### src/rtl/seq_mult_cla_pkg.sv
// seq_mult_cla_pkg: FSM state encodings and operand-width legality check for seq_mult_cla.
package seq_mult_cla_pkg;
    typedef enum logic [1:0] {
        ST_IDLE = 2'd0,
        ST_RUN  = 2'd1,
        ST_DONE = 2'd2
    } state_t;

    function automatic bit width_ok(input int w);
        return (w % 4 == 0) && (w >= 4) && (w <= 32);
    endfunction
endpackage

### src/rtl/seq_mult_cla_cla_adder_n.sv
// cla_adder_n: WIDTH-bit adder built from 4-bit carry-lookahead slices, rippling between slices.
module cla4 (
    input  logic [3:0] x,
    input  logic [3:0] y,
    input  logic       cin,
    output logic [3:0] sum,
    output logic       cout
);
    logic [3:0] g, p;
    logic [3:1] c;
    assign g = x & y;
    assign p = x ^ y;
    assign c[1] = g[0] | (p[0] & cin);
    assign c[2] = g[1] | (p[1] & g[0]) | (p[1] & p[0] & cin);
    assign c[3] = g[2] | (p[2] & g[1]) | (p[2] & p[1] & g[0]) | (p[2] & p[1] & p[0] & cin);
    assign cout = g[3] | (p[3] & g[2]) | (p[3] & p[2] & g[1]) | (p[3] & p[2] & p[1] & g[0])
                | (p[3] & p[2] & p[1] & p[0] & cin);
    assign sum = p ^ {c, cin};
endmodule

module cla_adder_n #(
    parameter int WIDTH = 8
) (
    input  logic [WIDTH-1:0] x,
    input  logic [WIDTH-1:0] y,
    input  logic             cin,
    output logic [WIDTH-1:0] sum,
    output logic             cout
);
    logic [WIDTH/4:0] c;
    assign c[0] = cin;
    assign cout = c[WIDTH/4];
    for (genvar i = 0; i < WIDTH / 4; i++) begin : g_slice
        cla4 u_slice (
            .x   (x[4*i +: 4]),
            .y   (y[4*i +: 4]),
            .cin (c[i]),
            .sum (sum[4*i +: 4]),
            .cout(c[i+1])
        );
    end
endmodule

### src/rtl/seq_mult_cla.sv
// seq_mult_cla: ready/valid unsigned shift-and-add multiplier over a CLA chain.
// Optional SEQMUL_ZERO_SKIP_EN: zero operands bypass the iterations and finish right after accept.
module seq_mult_cla
    import seq_mult_cla_pkg::*;
#(
    parameter int WIDTH = 8,
    localparam int CNT_W = $clog2(WIDTH) + 1
) (
    input  logic               clk,
    input  logic               rst,
    input  logic               in_valid,
    output logic               in_ready,
    input  logic [WIDTH-1:0]   a,
    input  logic [WIDTH-1:0]   b,
    output logic               out_valid,
    input  logic               out_ready,
    output logic [2*WIDTH-1:0] product
);
    if (!width_ok(WIDTH)) begin : g_bad_width
        $error("seq_mult_cla: WIDTH must be a multiple of 4 in 4..32");
    end

    localparam logic [CNT_W-1:0] LAST = CNT_W'(WIDTH - 1);

    state_t           state;
    logic [WIDTH-1:0] mcand, acc_hi, acc_lo, sum;
    logic [CNT_W-1:0] cnt;
    logic             cout;

    cla_adder_n #(.WIDTH(WIDTH)) u_add (
        .x   (acc_hi),
        .y   (acc_lo[0] ? mcand : '0),
        .cin (1'b0),
        .sum (sum),
        .cout(cout)
    );

    // The carry-out becomes the new top bit of acc_hi as the pair shifts right.
    always_ff @(posedge clk) begin
        if (rst) begin
            state     <= ST_IDLE;
            in_ready  <= 1'b1;
            out_valid <= 1'b0;
            product   <= '0;
            mcand     <= '0;
            acc_hi    <= '0;
            acc_lo    <= '0;
            cnt       <= '0;
        end else begin
            case (state)
                ST_IDLE: if (in_valid) begin
                    mcand    <= a;
                    acc_hi   <= '0;
                    acc_lo   <= b;
                    cnt      <= '0;
                    in_ready <= 1'b0;
`ifdef SEQMUL_ZERO_SKIP_EN
                    if (a == '0 || b == '0) begin
                        state     <= ST_DONE;
                        product   <= '0;
                        out_valid <= 1'b1;
                    end else begin
                        state <= ST_RUN;
                    end
`else
                    state <= ST_RUN;
`endif
                end
                ST_RUN: begin
                    {acc_hi, acc_lo} <= {cout, sum, acc_lo[WIDTH-1:1]};
                    cnt <= cnt + 1'b1;
                    if (cnt == LAST) begin
                        state     <= ST_DONE;
                        product   <= {cout, sum, acc_lo[WIDTH-1:1]};
                        out_valid <= 1'b1;
                    end
                end
                ST_DONE: if (out_ready) begin
                    state     <= ST_IDLE;
                    out_valid <= 1'b0;
                    in_ready  <= 1'b1;
                end
                default: begin
                    state     <= ST_IDLE;
                    out_valid <= 1'b0;
                    in_ready  <= 1'b1;
                end
            endcase
        end
    end
endmodule

### config.mk
export PLATFORM = sky130hd
export DESIGN_NAME = seq_mult_cla
export DESIGN_NICKNAME = d
export VERILOG_FILES = /design/src/rtl/seq_mult_cla_pkg.sv /design/src/rtl/seq_mult_cla_cla_adder_n.sv /design/src/rtl/seq_mult_cla.sv
export SDC_FILE = /design/constraint.sdc
export NUM_CORES = 1
export LEC_CHECK = 0
export BUFFER_PORTS_ARGS = -buffer_cell sky130_fd_sc_hd__buf_2
export CORE_MARGIN = 4
export CORE_UTILIZATION = 38
export CTS_BUF_LIST = sky130_fd_sc_hd__clkbuf_4 sky130_fd_sc_hd__clkbuf_8 sky130_fd_sc_hd__clkbuf_16
export DETAILED_ROUTE_END_ITERATION = 12
export HOLD_SLACK_MARGIN = 0.12
export SLEW_MARGIN = 25
export SYNTH_ARGS = -nofsm -noshare
export SYNTH_HDL_FRONTEND = slang
export SYNTH_SLANG_ARGS = --single-unit
### constraint.sdc
create_clock -name clk -period 3.1 [get_ports clk]
set_input_delay 0.155 -clock clk [delete_from_list [all_inputs] [get_ports clk]]
set_output_delay 0.155 -clock clk [all_outputs]
set_load 0.01 [all_outputs]
# Yosys cells after proc, flatten, opt, wreduce, memory -nomap -nowiden
# Cells that the tools add are included.
# Widths: inputs -> output; s select.
# totals
register_bits	48
inputBits	20
output_inout_bits	18
word_cells	89
# op_classes
addsub	1
eq_ne	6
muxes	17
bitwise_logic	49
reduce_logical	8
# op_table
cell	count
$pmux 8 s2	2
$and 1x1->1	25
$mux 8	3
$or 1x1->1	16
$xor 4x4->4	4
$reduce_and 3->1	3
$and 4x4->4	2
$pmux 4 s2	1
$mux 2	3
$ne 2x2->1 const B	3
$pmux 1 s3	2
$pmux 2 s3	1
$reduce_and 2->1	3
$add 4x1->4 const B	1
$eq 4x3->1 const B	1
$mux 1	4
$mux 4	1
$eq 2x1->1 const B	1
$eq 2x2->1 const B	1
$logic_not 2->1	1
$not 1->1	2
$reduce_bool 2->1	1

# Logic depth before layout (Yosys ltp)
# depth
depth_word	10
ltp_mapped	9
depth_no_buf	9

# Modules after synthesis
# Synthesis repeated with hierarchy kept, for this count alone.
# hier_totals
cells_unflattened	273
area_unflattened_um2	2384.8
# modules_own_cells
module	n_inst	cells_each	area_per_inst_um2	seq_area_each_um2
seq_mult_cla	1	239	2089.5	960.9
cla4	2	17	147.6	0.0

# Worst setup path after synthesis
# Ideal clock, no wire load.
# synth_path
kind	register to register
startpoint	register acc_lo[0]
endpoint	register acc_hi[3]
setup_time_ns	0.128
t_arrival_ns	1.808
t_required_ns	2.972
path_slack_ns	1.165
stages_incl_launch_ff	10
n_path_buf	0
synth_period_minus_slack_ns	1.935
cell_sequence	dfxtp_1 > and2_1 > ha_1 > a21oi_1 > o21ai_2 > inv_1 > fa_1 > nor2_1 > a31oi_1 > nor2_1
# synth_between
elab_chain_len	8
elab_cells_between_ends	14
cone_classes	2 x mux; 12 x bitwise
# synth_lines
element	line	source
start, declared	seq_mult_cla.sv:26	logic [WIDTH-1:0] mcand, acc_hi, acc_lo, sum;
start signal, assigned	seq_mult_cla.sv:70	{acc_hi, acc_lo} <= {cout, sum, acc_lo[WIDTH-1:1]};
$mux 8 *	seq_mult_cla.sv:32	.y (acc_lo[0] ? mcand : '0),
$xor 4x4->4 / $and 4x4->4 (equally long branches)	seq_mult_cla_cla_adder_n.sv:12, seq_mult_cla_cla_adder_n.sv:11	
$and 1x1->1	seq_mult_cla_cla_adder_n.sv:16	assign cout = g[3] | (p[3] & g[2]) | (p[3] & p[2] & g[1]) | (p[3] & p[2] & p[1] & g[0])
$or 1x1->1 (tied with other cells)	seq_mult_cla_cla_adder_n.sv:16	
$or 1x1->1 / $and 1x1->1 (equally long branches)	seq_mult_cla_cla_adder_n.sv:16	
$or 1x1->1	seq_mult_cla_cla_adder_n.sv:16	
$xor 4x4->4 *	seq_mult_cla_cla_adder_n.sv:18	assign sum = p ^ {c, cin};
$pmux 8 s2 *	seq_mult_cla.sv:50	case (state)
end signal, assigned	seq_mult_cla.sv:70	
end, declared	seq_mult_cla.sv:26	
# Every way passes the cells marked *; elsewhere a longest branch is shown, timed or not.
# A chain may end at the register's enable or synchronous reset.

# Worst setup path after layout
# Same ends and word-level chain as after synthesis.

==> reports/results.txt <==
Status: complete, no violations
DRT Pass-1 Iters: 4
Vias post-DR: 1,924
Placed cells: 360
Final WL: 5.045 mm
Post-CTS setup buffers: 0
Largest cells by area after synthesis: dfxtp_1 44%, nand2_1 9.6%, a21oi_1 8.5%
Gate Count Post-Synth: 265
Xor/xnor share of the synthesized area: 1.604%
IO Port Bufs: 37
Int Power: 862.8 µW
Synth top area share: 43.99%
Fin nets: 338
Number of DRC violations after detailed-routing iteration 0: 104
Synth Area in Adders: 6.987%
Setup_tns: 0 ns
Clk sink count: 48
CTS Buffer Depth: 2
Final setup violation count: 0
Wire per inst: 13.28 µm
F_max: 0.4646 GHz
Seq/Total Area, Yosys: 43.99%
Antenna Nets Post-Route: 0
# rows: 27
Drt drc: 0
Clock network fraction of total power: 34.4%
Final Hold Vio Count: 0
Via-to-Cell Ratio: 5.063
Largest family of logic cells by synthesized area: simple AND/OR/NAND/NOR gates
Part of the power in registers: 56.4%
CP arrival: 2.31 ns
Final cycle utilization of the critical path: 69.43%
Ys async rst share: 0%
Crit Path Class: register to register
Worst-Margin Slew: 0.8817 ns
Die area: 0.007026 mm²
Distinct cells, synth: 40
Mapped Area: 0.002185 mm²
Global-route wire length before repair: 9.004 mm
Most common cell after layout, fill and taps aside: nand2_1
Compound-cell area share of the yosys netlist: 18.16%
CTS tree: built
Area Overhead vs Synth: 19.53%
Max_slew headroom: 41.22%
Minimum clock period: 2.152 ns
Pleak: 1.076 nW
P per Cell Area: 442.3 mW/mm²
EDFF count, synth: 0
Finished Layout Cells: 380
Largest net degree at the start of global routing: 50
Clock Pin Slew Worst Setup and Hold Paths: 0.09 ns
Initial Utilization: 39.43%
Clock Skew: 0.01082 ns
Commonest cells after routing, fill and taps aside: 56 x nand2_1, 48 x dfxtp_1, 37 x a21oi_1, 37 x buf_2, 17 x nor2_1
Pre-CTS WS: 0.9293 ns
Worst Path Max Fanout: 9
Grt ovf: 0
Clk_lat worst skew: 0.30 ns
Share of cells above drive strength 1: 16.56%
Die width: 83.82 µm
Synthesized area per cell: 8.244 µm²
Synth Area in Simple Gates: 24.57%
Clock root cell: clkbuf_8
Max VDD drop: 0.3424 mV
ANT cells: 0
Comb pwr share: 9.2%
Synth area leader: dfxtp_1
#FFs+latches synth: 48
Gr usage total: 15.40%
Final HPWL DP: 3.364 mm
Critical Path End Type: register
Ys flop type: dfxtp_1
Antenna violations before repair: 0
Worst min-delay path category: input port to register
Vias in the first global route: 1,869
RSZ-0062 raised after global routing: false
# IOs: 38
MaxCap Viol Count: 0
Mux contribution to synthesized area: 0%
Yosys warnings: 0
Final worst slack: 0.9478 ns
Switching share of power: 25.29%
Final GP Congestion: 0.7707
Die Height: 83.82 µm
Core Region: 0.005540 mm²
Syn Nets: 296
Psw: 292.0 µW
Htree depth: 2
Required @ worst endpoint: 3.26 ns
CP Launch Type: register
Max Transition Viols Final: 0
CTS Buf Count: 5
-- layer usage --
layer	wire length [µm]	global-route usage (%)
met1	2461	21.23
met4	34	3.070
met5	0	0
met3	266	3.653
met2	2282	24.58
-- metrics by stage --
stage                     power [mW]  util, %  instance area, µm²  hold slack (ns)
after floorplan               0.7268        -                2185           0.2910
after global placement        0.7607    43.22                2395           0.3958
after detailed placement      0.7618    43.22                2395           0.4007
after CTS                      1.172    47.13                2611           0.1205
after global routing           1.218    47.13                2611           0.1353
final                          1.155    47.13                2611           0.1232
-- registers in the layout (all words and copies together), names as in the netlist --
register and count:
product 16, acc_hi 8, acc_lo 8, mcand 8, cnt 4, state 2
in_ready 1, out_valid 1
-- cell type report --
type / count / area (µm²)
inverters: 6 / 22.52
repair buffers: 51 / 320.3
clock buffers: 6 / 82.58
fillers: 567 / 2929
clock inverters: 2 / 13.76
flip-flops and latches: 48 / 960.9
multi-input cells: 195 / 1121
well taps: 72 / 90.09
-- cell usage after synthesis, drive strengths merged, types with 2 or more instances --
| master | n |
|---|---|
| nor2b | 2 |
| nor4b | 2 |
| nor2 | 18 |
| a21o | 3 |
| inv | 6 |
| or4 | 2 |
| a311oi | 5 |
| nand4 | 4 |
| and2 | 8 |
| dfxtp | 48 |
| a41oi | 2 |
| ha | 9 |
| xnor2 | 3 |
| nand3 | 11 |
| a21oi | 37 |
| fa | 2 |
| and3 | 2 |
| buf | 6 |
| nand3b | 2 |
| a22oi | 4 |
| nand2 | 56 |
| o21ai | 5 |
| nor3 | 3 |
| a31oi | 5 |
| a211oi | 2 |
| clkbuf | 10 |
-- power by group through the flow --
stage	clock network (mW)	logic (mW)	registers, mW
6_report	0.398	0.106	0.651
3_5_place_dp	0	0.0963	0.665
5_1_grt	0.443	0.121	0.654
2_1_floorplan	0	0.0658	0.661
3_3_place_gp	0	0.0956	0.665
4_1_cts	0.412	0.108	0.651
-- cell families (layout without fill, tap and decap cells) --
group / count (synthesis) / in the layout
AO/OA/AOI/OAI: 66 / 66
flip-flops: 48 / 48
adder cells (fa/ha/maj): 11 / 11
AND/OR/NAND/NOR: 114 / 114
buffers and inverters: 22 / 65
XOR/XNOR: 4 / 4
-- critical path, stage by stage (launching register included) --
cell and delay, ns:
dfxtp_1 0.40, and2_1 0.17, ha_1 0.34, a21oi_1 0.10, o21ai_2 0.18, inv_1 0.07
fa_1 0.50, nor2_1 0.05, a31oi_1 0.16, nor2_1 0.05
-- path summary, 6_finish.rpt --
check	cells after the start	to	startpoint	slack, ns
setup / recovery	9	acc_hi[3]$_SDFFE_PP0P_	acc_lo[0]$_SDFFE_PP0P_	0.95
hold reg to reg	2	mcand[2]$_SDFFE_PP0P_	mcand[2]$_SDFFE_PP0P_	0.46
hold / removal	3	acc_lo[6]$_SDFFE_PP0P_	b[6]	0.12
setup reg to reg	9	acc_hi[3]$_SDFFE_PP0P_	acc_lo[0]$_SDFFE_PP0P_	0.95
-- repair_timing --
action,4_1_cts,5_1_grt
setup endpoints to repair,0,0
hold buffers,12,0
gates resized for setup,0,0
endpoints found under the hold margin,12,0
Power figures use the tool's default switching activity.
